`src/rtl/scan_chain_ctrl.sv`:
```
// scan_chain_ctrl: scan chain with capture, hold, manual shift, automatic burst shift and shadow update register
module scan_chain_ctrl #(
  parameter int WIDTH = 8,
  parameter int CNT_W = $clog2(WIDTH + 1)
) (
  input  logic             clk,
  input  logic             rst_n,
  input  logic             SE,
  input  logic             SD,
  input  logic [WIDTH-1:0] D,
  input  logic             HOLD,
  input  logic             start,
  input  logic             UPD,
  output logic [WIDTH-1:0] Q,
  output logic             SO,
  output logic [WIDTH-1:0] QU,
  output logic             busy,
  output logic             done
);
  typedef enum logic {IDLE, SHIFT} state_t;
  state_t state;
  logic [CNT_W-1:0] cnt;
  assign SO = Q[WIDTH-1];
  // chain, shadow register and burst controller; busy/done registered alongside the state
  always_ff @(posedge clk or negedge rst_n)
    if (!rst_n) begin
      state <= IDLE;
      cnt   <= '0;
      Q     <= '0;
      QU    <= '0;
      busy  <= 1'b0;
      done  <= 1'b0;
    end else begin
      done <= 1'b0;
      if (UPD && state == IDLE) QU <= Q;
      if (state == SHIFT) begin
        Q   <= {Q[WIDTH-2:0], SD};
        cnt <= cnt - CNT_W'(1);
        if (cnt == CNT_W'(1)) begin
          state <= IDLE;
          busy  <= 1'b0;
          done  <= 1'b1;
        end
      end else begin
        Q <= SE ? {Q[WIDTH-2:0], SD} : HOLD ? Q : D;
        if (start) begin
          state <= SHIFT;
          busy  <= 1'b1;
          cnt   <= CNT_W'(WIDTH);
        end
      end
    end
endmodule
```
`config.mk`:
```
export PLATFORM = sky130hd
export DESIGN_NAME = scan_chain_ctrl
export DESIGN_NICKNAME = d
export VERILOG_FILES = /design/src/rtl/scan_chain_ctrl.sv
export SDC_FILE = /design/constraint.sdc
export NUM_CORES = 1
export LEC_CHECK = 0
export BUFFER_PORTS_ARGS = -buffer_cell sky130_fd_sc_hd__buf_2
export CAP_MARGIN = 15
export CORE_UTILIZATION = 44
export CTS_CLUSTER_DIAMETER = 150
export DETAILED_ROUTE_END_ITERATION = 8
export PLACE_DENSITY = 0.74
export REMOVE_ABC_BUFFERS = 1
export SYNTH_ARGS = -nofsm -noshare
export SYNTH_HDL_FRONTEND = slang
export SYNTH_SLANG_ARGS = --single-unit
export TNS_END_PERCENT = 50
```
`constraint.sdc`:
```
create_clock -name clk -period 1.2 [get_ports clk]
set_clock_uncertainty 0.15 [all_clocks]
set_input_delay 0.3 -clock clk [delete_from_list [all_inputs] [get_ports clk]]
set_output_delay 0.3 -clock clk [all_outputs]
set_load 0.05 [all_outputs]
```
==> summary.txt, run 1 <==
Floorplanning
  – Core area: roughly 2200 um2
  – Starting Density: a little under half
  – DIE AREA: ~2600 um2
  – Die height: 50.5 um
  – Io pins: 34
  – Site row count: 17
  – Die W: 50.5 um

Setup path
  – Worst Setup End Kind: primary output
  – Worst EP arrival: roughly 900 ps
  – Worst path top cell family by delay: flip-flops
  – CP max FO: 3
  – Critical setup path kind: flop to primary output
  – Worst endpoint required time: 750 ps
  – Cell Chain, Critical Path: buf_6
  – Largest stage delay, worst path: 430 ps
  – Critical path's slowest cell: dfrtp_1
  – R2R Setup Slk: -60 ps
  – Buffers plus inverters on the worst setup path: 1
  – Startpoint type of the worst setup path: flop

STA
  – Post-layout worst setup margin: -151 ps
  – Unrepaired setup endpoints after global routing: yes
  – Upper clock frequency limit: approximately 740 MHz
  – Max Slew Vio Count: 0
  – Tcrit/Tclk final: 113%
  – Final Hold Viols: 0
  – Final hold slack: between 100 and 150 ps
  – Relative slew slack: around four fifths
  – Period minus WS final: roughly 1400 ps
  – Final setup viols: 30
  – Worst slew pin tran: roughly 280 ps

Synth
  – Synth top area cells: dfrtp_1 56%, mux2_1 8.7%, mux2i_1 7.7%
  – Mapped Area: between 1000 and 1500 um2
  – Sequential cell area fraction in the yosys report: between 50 and 60%
  – Mapped Cells: 84
  – Synth top area share: 55.6%
  – Cell taking the most area after synthesis: dfrtp_1
  – Synth cell count leaders: 23 x dfrtp_1, 9 x o21ai_1, 8 x mux2_1, 8 x mux2i_1, 8 x o21ai_0
  – Main synth FF type: dfrtp_1
  – EDFF count, synth: 0
  – Most common cell in the netlist: dfrtp_1
  – Synth Warn #: 0
  – Syn_area_per_cell: 12.3 um2
  – Distinct cell type count after synthesis: 26
  – Async set or reset register ratio after synthesis: between 90% and 100%
  – Register bit count reported by yosys: 23

Layout
  – Layout net count: between 150 and 200
  – Area Growth Syn to Fin: 50.4%
  – Final non-filler cell total: 164
  – Diode count: 0
  – Share of cells above drive strength 1: between 40% and 50%

Placed design
  – Placed cells: approximately 150
  – Routability cong.: 0.711
  – Worst slack at placement: -111 ps
  – Post-DP HPWL: around 1.4 mm
  – # port buffers: 33

Power
  – Clock power share: roughly 6.9%
  – Leakage: 0.765 nW
  – Flop pwr share: 28.8%
  – Sw Share: 46.3%
  – Total net switching power: roughly 2.3 mW
  – P_int: 2.71 mW
  – Power per cell area: ~3200 nW/um2
  – Peak supply drop: 2.12 mV
  – Logic pwr share: about 64%

Global routing
  – Via count of the first global-routing pass: 868
  – First-pass GRT wire length: ~3.7 mm
  – Pin count of the biggest net entering global routing: 24
  – Gr usage total: approximately a fifth
  – Overflow after GRT: 0
  – Initial antenna violation count: 0

Drt
  – Top sig layer: met4
  – Routed Antenna Nets: 0
  – Drt drc: 0
  – M1 WL: 962 um
  – Metal3 WL: between 80 and 90 um
  – Number of DRC markers in iteration 0: 2
  – Wirelength per Cell: ~15 um
  – DR vias: roughly 840
  – Drt via density: between 5 and 6
  – Total Wirelength: about 2.4 mm
  – First drt pass iteration count: 4
  – DR WL met2: roughly 1.4 mm

Clock network
  – Root buffer cell: clkbuf_4
  – Clock Latency Late Sink: approximately 300 ps
  – Clock-pin slew on the worst setup and hold paths: ~120 ps
  – CTS Sinks: 23
  – Htree depth: 1
  – CTS max path bufs: 2
  – CTS tree: built
  – Total CTS buffers: 3

Outcome
  – Failing checks: setup timing
  – Status: finished, violations left

Job
  – Max_cap viols: 0

Min path
  – Worst hold path class: input port to flop
-- sequential cells by signal (all words and copies together), names as in the netlist --
| signal | cells |
|---|---|
| QU | 8 |
| Q | 8 |
| busy | 1 |
| done | 1 |
| cnt | 4 |
| state | 1 |
-- cells by family (layout without fill, tap and decap cells) --
| logic type | count (synthesis) | after routing | share of synthesized area [%] |
|---|---|---|---|
| buffers and inverters | 10 | 62 | 4.95 |
| AOI/OAI and AO/OA | 22 | 22 | 11.8 |
| adders and majority gates | 2 | 2 | 2.42 |
| and+or+nand+nor | 9 | 9 | 6.88 |
| xor gates and xnor gates | 1 | 1 | 0.846 |
| DFF | 23 | 23 | 55.6 |
| muxes | 17 | 17 | 17.5 |
-- metal layers --
metal	track usage, %	up-vias
met3	3.33	2
met1	22.2	409
met4	6.94	0
li1	-	402
met5	0	-
met2	35.8	24
-- layout make-up --
class                           count  area [um2]
Timing Repair Buffer               54         457
Sequential cell                    23         576
Inverter                            4        15.0
Fill cell                         152         654
Multi-Input combinational cell     51         449
Tap cell                           28        35.0
Clock buffer                        4        26.3
-- stage by stage --
step	util, %	TNS [ps]	area, um2	power (mW)
6_report	70.4	-2770	1560	5.05
5_1_grt	70.4	-4010	1560	5.32
4_1_cts	67.1	-3000	1490	4.80
3_5_place_dp	57.2	-415	1260	3.82
3_3_place_gp	57.2	-180	1260	3.75
2_1_floorplan	-	-2060	1000	3.14
-- repair_timing --
action / in CTS / in global routing
cloned: 0 / 0
hold endpoints to repair: 23 / 0
resized for setup: 40 / 6
pin swaps: 2 / 0
hold buffers: 1 / 0
setup buffers: 8 / 5
endpoints found under the setup margin: 32 / 36
-- power groups by stage --
stage | clock network, mW | logic [mW] | registers, mW
finish | 0.348 | 3.25 | 1.46
global route | 0.381 | 3.44 | 1.50
CTS | 0.357 | 2.99 | 1.45
detailed placement | 0 | 2.38 | 1.44
global placement | 0 | 2.34 | 1.41
floorplan | 0 | 0.636 | 2.51
-- cells in the final DEF, fill, tap and decap left out --
cell and count:
dfrtp_1 23, a31oi_1 1, mux2i_1 8, xor2_1 1, nor2_2 1, o21ai_1 9
nand2b_4 1, o21bai_1 1, or4_1 1, a22o_1 1, mux2_4 2, nor3_1 1
dlygate4sd3_1 1, buf_4 19, o21ai_0 8, clkbuf_4 3, nor3b_2 1, a21o_1 1
inv_2 1, ha_4 2, nor2_1 1, inv_1 3, buf_12 1, mux2_1 6
clkbuf_1 1, mux2_2 1, or2_1 1, o31ai_1 1, nor3b_1 1, buf_6 19
and4bb_4 1, buf_2 14
-- worst paths after layout --
path / endpoint / depth (start not counted) / start
max in group asynchronous: QU[0] / 3 / rst_n
min in group asynchronous: QU[4] / 3 / rst_n
setup / recovery: Q[7] / 1 / Q[7]
hold reg to reg: QU[7] / 1 / QU[7]
hold / removal: Q[6] / 3 / D[6]
setup reg to reg: cnt[3] / 2 / cnt[0]
Power figures use the tool's default switching activity.
==> run 2: changes to the inputs <==
==> constraint.sdc (replaced) <==
create_clock -name clk -period 1.2 [get_ports clk]
set_clock_uncertainty 0.15 [all_clocks]
set_input_delay 0.06 -clock clk [delete_from_list [all_inputs] [get_ports clk]]
set_output_delay 0.06 -clock clk [all_outputs]
set_load 0.02 [all_outputs]
==> summary.txt, run 2 (synthesis results as in run 1) <==
STA
  – Upper clock frequency limit: 769 MHz (was 740 MHz)
  – Period minus WS final: 1300 ps (was 1350 ps)
  – Tcrit/Tclk final: 108% (was 113%)
  – Max Slew Vio Count: 0 (unchanged)
  – Final Hold Viols: 0 (unchanged)
  – Unrepaired setup endpoints after global routing: yes (unchanged)
  – Final setup viols: 13 (was 30)
  – Post-layout worst setup margin: -101 ps (was -151 ps)
  – Worst slew pin tran: 512 ps (was 281 ps)
  – Relative slew slack: 65.9% (was 81.3%)

Setup path
  – Worst EP arrival: 1370 ps (was 900 ps)
  – Critical setup path kind: flop to flop (was flop to primary output)
  – Worst Setup End Kind: flop (was primary output)
  – Worst endpoint required time: 1270 ps (was 750 ps)
  – CP max FO: 4 (was 3)
  – Startpoint type of the worst setup path: flop (unchanged)

Drt
  – Drt via density: 5.15 (was 5.10)
  – Drt drc: 0 (unchanged)
  – Top sig layer: met4 (unchanged)
  – DR vias: 839 (was 837)
  – DR WL met2: 1.15 mm (was 1.36 mm)
  – Routed Antenna Nets: 0 (unchanged)
  – Metal3 WL: 96 um (was 81 um)
  – Wirelength per Cell: 13.8 um (was 14.8 um)
  – M1 WL: 986 um (was 962 um)
  – Number of DRC markers in iteration 0: 7 (was 2)
  – Total Wirelength: 2.25 mm (was 2.42 mm)
  – First drt pass iteration count: 4 (unchanged)

Global routing
  – Initial antenna violation count: 0 (unchanged)
  – First-pass GRT wire length: 3.50 mm (was 3.71 mm)
  – Overflow after GRT: 0 (unchanged)
  – Via count of the first global-routing pass: 814 (was 868)
  – Pin count of the biggest net entering global routing: 24 (unchanged)
  – Gr usage total: 18.4% (was 19.4%)

Power
  – Total power: 3.81 mW (was 5.05 mW)
  – Leakage: 0.739 nW (was 0.765 nW)
  – Peak supply drop: 1.42 mV (was 2.12 mV)
  – Power per cell area: 2590 nW/um2 (was 3240 nW/um2)

Layout
  – Diode count: 0 (unchanged)
  – Commonest non-fill, non-tap cell in the layout: buf_2 (was dfrtp_1)
  – Seq. cell area: 577 um2 (was 576 um2)
  – Top Registers: QU: 8 flops, Q: 8 flops, cnt: 4 flops (unchanged)
  – Area of the multi-input gates: 473 um2 (was 449 um2)
  – Number of fill cells: 176 (was 152)
  – Most frequent cells in the layout: 34 x buf_2, 22 x dfrtp_1, 12 x dlygate4sd3_1 (was 23 x dfrtp_1, 19 x buf_6, 19 x buf_4)
  – Share of cells above drive strength 1: 45.9% (was 48.5%)
  – Area Growth Syn to Fin: 42.1% (was 50.4%)
  – Layout net count: 153 (was 154)

Floorplanning
  – Die W: 50.5 um (unchanged)
  – Core area: 2210 um2 (unchanged)
  – Site row count: 17 (unchanged)
  – DIE AREA: 2550 um2 (unchanged)
  – Starting Density: 46.8% (unchanged)
  – Io pins: 34 (unchanged)
  – Die height: 50.5 um (unchanged)

Placed design
  – Post-DP HPWL: 1.49 mm (was 1.43 mm)
  – Routability cong.: 0.722 (was 0.711)
  – # port buffers: 33 (unchanged)
  – Worst slack at placement: -139 ps (was -111 ps)

Clock network
  – Root buffer cell: clkbuf_4 (unchanged)
  – Clock Latency Late Sink: 290 ps (was 300 ps)
  – Total CTS buffers: 3 (unchanged)
  – Htree depth: 1 (unchanged)
  – CTS tree: built (unchanged)
  – CTS Sinks: 23 (unchanged)
  – CTS max path bufs: 2 (unchanged)
  – Clock-pin slew on the worst setup and hold paths: 120 ps (about the same)

Outcome
  – Status: finished, violations left (unchanged)
  – Failing checks: setup timing (unchanged)

Min path
  – Worst hold path class: input port to flop (unchanged)

Job
  – Max_cap viols: 0 (unchanged)
## run 2: cell types whose count changed in the layout (fill, tap and decap cells not counted), moves of 5 or more
cell           previous run  this run
buf_2                    14        34
buf_6                    19         1
buf_4                    19         6
dlygate4sd3_1             1        12
mux2_1                    6         1
mux2_4                    2         7
## run 2: area by class of cell
type / instances / share of cell area (%)
flip-flops and latches: 23 / 39.2
repair buffers: 53 / 23.5
well taps: 28 / 2.38
clock buffers: 4 / 1.78
multi-input cells: 51 / 32.1
inverters: 4 / 1.02
## run 2: worst max-delay path: stages (launching register included)
cell     delay [ps]
dfrtp_1         430
or4_1           520
a31oi_1         140
## run 2: through the flow
step / hold WS, ps / area (um2) / utilization, % / TNS (ps) / std cells
after floorplan: -386 / 1000 / - / -1440 / 78
after global placement: -92.9 / 1240 / 56.3 / -155 / 145
after detailed placement: -95.0 / 1240 / 56.3 / -415 / 145
after CTS: 44.5 / 1430 / 64.5 / -588 / 162
after global routing: 72.5 / 1470 / 66.6 / -1220 / 163
final: 62.5 / 1470 / 66.6 / -747 / 163
## run 2: worst paths after layout
check                        from     end  slack (ps)  cells after the start
max                        cnt[0]  cnt[3]        -100                      2
min                          HOLD    Q[1]          60                      3
max reg2reg                cnt[0]  cnt[3]        -100                      2
min reg2reg                 QU[1]   QU[1]         370                      1
max in group asynchronous   rst_n   state         430                      2
min in group asynchronous   rst_n    Q[2]         110                      2
## run 2: per-layer routing
metal,track usage [%],up-vias
met5,0,-
met4,4.17,0
met3,2.73,2
met2,34.2,24
met1,22.2,418
li1,-,395
## run 2: timing repair
item | in CTS | in global routing
resized for setup | 7 | 11
hold buffers | 12 | 0
pin swaps | 4 | 0
endpoints found under the setup margin | 15 | 21
cloned | 0 | 1
buffers inserted | 1 | 0
endpoints found under the hold margin | 35 | 0
## run 2: report_power, final
group | internal, mW | leakage (nW) | switching (mW)
logic | 0.999 | 0.450 | 1.02
registers | 1.16 | 0.274 | 0.291
clock network | 0.129 | 0.0150 | 0.213
total | 2.28 | 0.739 | 1.52
==> run 3: changes to the inputs <==
--- a/config.mk
+++ b/config.mk
@@ -10,7 +10,7 @@
 export CORE_UTILIZATION = 44
 export CTS_CLUSTER_DIAMETER = 150
 export DETAILED_ROUTE_END_ITERATION = 8
-export PLACE_DENSITY = 0.74
+export PLACE_DENSITY_LB_ADDON = 0.1
 export REMOVE_ABC_BUFFERS = 1
 export SYNTH_ARGS = -nofsm -noshare
 export SYNTH_HDL_FRONTEND = slang
==> summary.txt, run 3 (synthesis results as in run 1) <==
Setup path
  – Worst EP arrival: 1400 ps (was 1370 ps)
  – Critical setup path kind: flop to flop (unchanged)
  – Startpoint type of the worst setup path: flop (unchanged)
  – Critical R2R Launch: cnt[0] (unchanged)
  – Worst endpoint required time: 1290 ps (was 1270 ps)
  – Worst Setup End Kind: flop (unchanged)
  – CP max FO: 4 (unchanged)
  – Critical path origin: cnt[0] (unchanged)

Floorplanning
  – Die W: 50.5 um (unchanged)
  – Die height: 50.5 um (unchanged)
  – DIE AREA: 2550 um2 (unchanged)
  – Core area: 2210 um2 (unchanged)
  – Starting Density: 46.8% (unchanged)
  – Site row count: 17 (unchanged)
  – Io pins: 34 (unchanged)

Layout
  – Diode count: 0 (unchanged)
  – Share of cells above drive strength 1: 46.3% (was 45.9%)
  – Layout net count: 154 (was 153)
  – Commonest non-fill, non-tap cell in the layout: buf_2 (unchanged)
  – Top Registers: QU: 8 flops, Q: 8 flops, cnt: 4 flops (unchanged)
  – Most frequent cells in the layout: 33 x buf_2, 23 x dfrtp_1, 12 x dlygate4sd3_1 (was 34 x buf_2, 22 x dfrtp_1, 12 x dlygate4sd3_1)
  – Area Growth Syn to Fin: 42.8% (was 42.1%)
  – Number of fill cells: 187 (was 176)

STA
  – Total negative slack: -736 ps (was -747 ps)
  – Relative slew slack: 66.3% (was 65.9%)
  – Worst slew pin tran: 505 ps (was 512 ps)
  – Post-layout worst setup margin: -104 ps (was -101 ps)
  – Upper clock frequency limit: 767 MHz (was 769 MHz)
  – Max Slew Vio Count: 0 (unchanged)
  – Unrepaired setup endpoints after global routing: yes (unchanged)
  – Period minus WS final: 1300 ps (about the same)
  – Tcrit/Tclk final: 109% (was 108%)
  – Final Hold Viols: 0 (unchanged)
  – Final setup viols: 14 (was 13)

Global routing
  – Overflow after GRT: 0 (unchanged)
  – Gr usage total: 20.4% (was 18.4%)
  – Pin count of the biggest net entering global routing: 24 (unchanged)
  – Via count of the first global-routing pass: 860 (was 814)
  – Initial antenna violation count: 0 (unchanged)
  – First-pass GRT wire length: 3.79 mm (was 3.50 mm)

Placed design
  – Post-DP HPWL: 1.41 mm (was 1.49 mm)
  – # port buffers: 33 (unchanged)
  – Worst slack at placement: -143 ps (was -139 ps)
  – Routability cong.: 0.697 (was 0.722)

Clock network
  – CTS Sinks: 23 (unchanged)
  – Total CTS buffers: 3 (unchanged)
  – CTS max path bufs: 2 (unchanged)
  – Clock-pin slew on the worst setup and hold paths: 120 ps (about the same)
  – Htree depth: 1 (unchanged)
  – Clock Latency Late Sink: 310 ps (was 290 ps)
  – CTS tree: built (unchanged)
  – Root buffer cell: clkbuf_4 (unchanged)

Outcome
  – Failing checks: setup timing (unchanged)
  – Status: finished, violations left (unchanged)

Drt
  – Drt drc: 0 (unchanged)
  – Total Wirelength: 2.24 mm (was 2.25 mm)
  – Wirelength per Cell: 13.6 um (was 13.8 um)
  – Number of DRC markers in iteration 0: 9 (was 7)
  – Routed Antenna Nets: 0 (unchanged)
  – First drt pass iteration count: 3 (was 4)
  – Drt via density: 5.02 (was 5.15)
  – DR vias: 823 (was 839)

Power
  – Total net switching power: 1.53 mW (was 1.52 mW)
  – Peak supply drop: 1.61 mV (was 1.42 mV)
  – Leakage: 0.749 nW (was 0.739 nW)
  – Power per cell area: 2600 nW/um2 (was 2590 nW/um2)
  – Sw Share: 39.7% (was 40.0%)
  – P_int: 2.32 mW (was 2.28 mW)
  – Logic pwr share: 53.7% (was 53.0%)
  – Flop pwr share: 37.2% (was 38.0%)
  – Clock power share: 9.2% (was 9.0%)

Min path
  – Worst Min Path Start: HOLD (unchanged)
  – Worst hold path class: input port to flop (unchanged)

Job
  – Max_cap viols: 0 (unchanged)
## run 3: cell count changes in the layout (fill, tap and decap cells not counted), sizes merged
cell,before,now
buf,41,42
## run 3: worst max-delay path, cell delays in order, from the launching register on
cell     delay (ps)
dfrtp_1         430
or4_1           520
a31oi_1         140
## run 3: per-stage QoR
stage,power [mW],area [um2],cells,utilization (%),hold slack (ps)
final,3.85,1480,164,66.9,52.5
after detailed placement,3.14,1240,145,56.3,-89.3
after global placement,3.08,1240,145,56.3,-86.3
after CTS,3.74,1450,164,65.5,36.8
after global routing,4.17,1480,164,66.9,68.6
after floorplan,2.46,1000,78,-,-386
## run 3: layout make-up
cell class,instances,area [um2],share of cell area [%]
timing repair buffer,54,353,23.9
inverter,4,15.0,1.02
tap,28,35.0,2.37
sequential,23,576,38.9
multi-input combinational,51,474,32.1
clock buffer,4,26.3,1.78
## run 3: worst paths after layout
| path | endpoint | slack (ps) | depth (start not counted) |
|---|---|---|---|
| min reg2reg | QU[2] | 360 | 1 |
| max | cnt[3] | -100 | 2 |
| max reg2reg | cnt[3] | -100 | 2 |
| min | Q[1] | 50 | 3 |
| max in group asynchronous | QU[6] | 470 | 2 |
| min in group asynchronous | QU[5] | 90 | 2 |
## run 3: power by group through the flow
stage	clock network, mW	logic [mW]	registers (mW)
floorplan	0	0.636	1.83
global placement	0	1.67	1.41
detailed placement	0	1.70	1.43
CTS	0.385	1.94	1.42
global route	0.402	2.29	1.48
finish	0.352	2.07	1.43
## run 3: per-layer routing
metal	vias to the layer above	GRT usage, %	share of wire (%)
met1	396	26.3	49
met5	-	0	0
met2	23	33.1	46
met3	5	2.73	3.4
met4	0	11.1	2.1
li1	399	-	-
## run 3: what timing repair did
action | 4_1_cts | 5_1_grt
setup endpoints to repair | 13 | 22
endpoints found under the hold margin | 36 | 0
gates resized for setup | 8 | 8
pin swaps | 4 | 3
hold buffers | 12 | 0
buffers inserted | 3 | 0
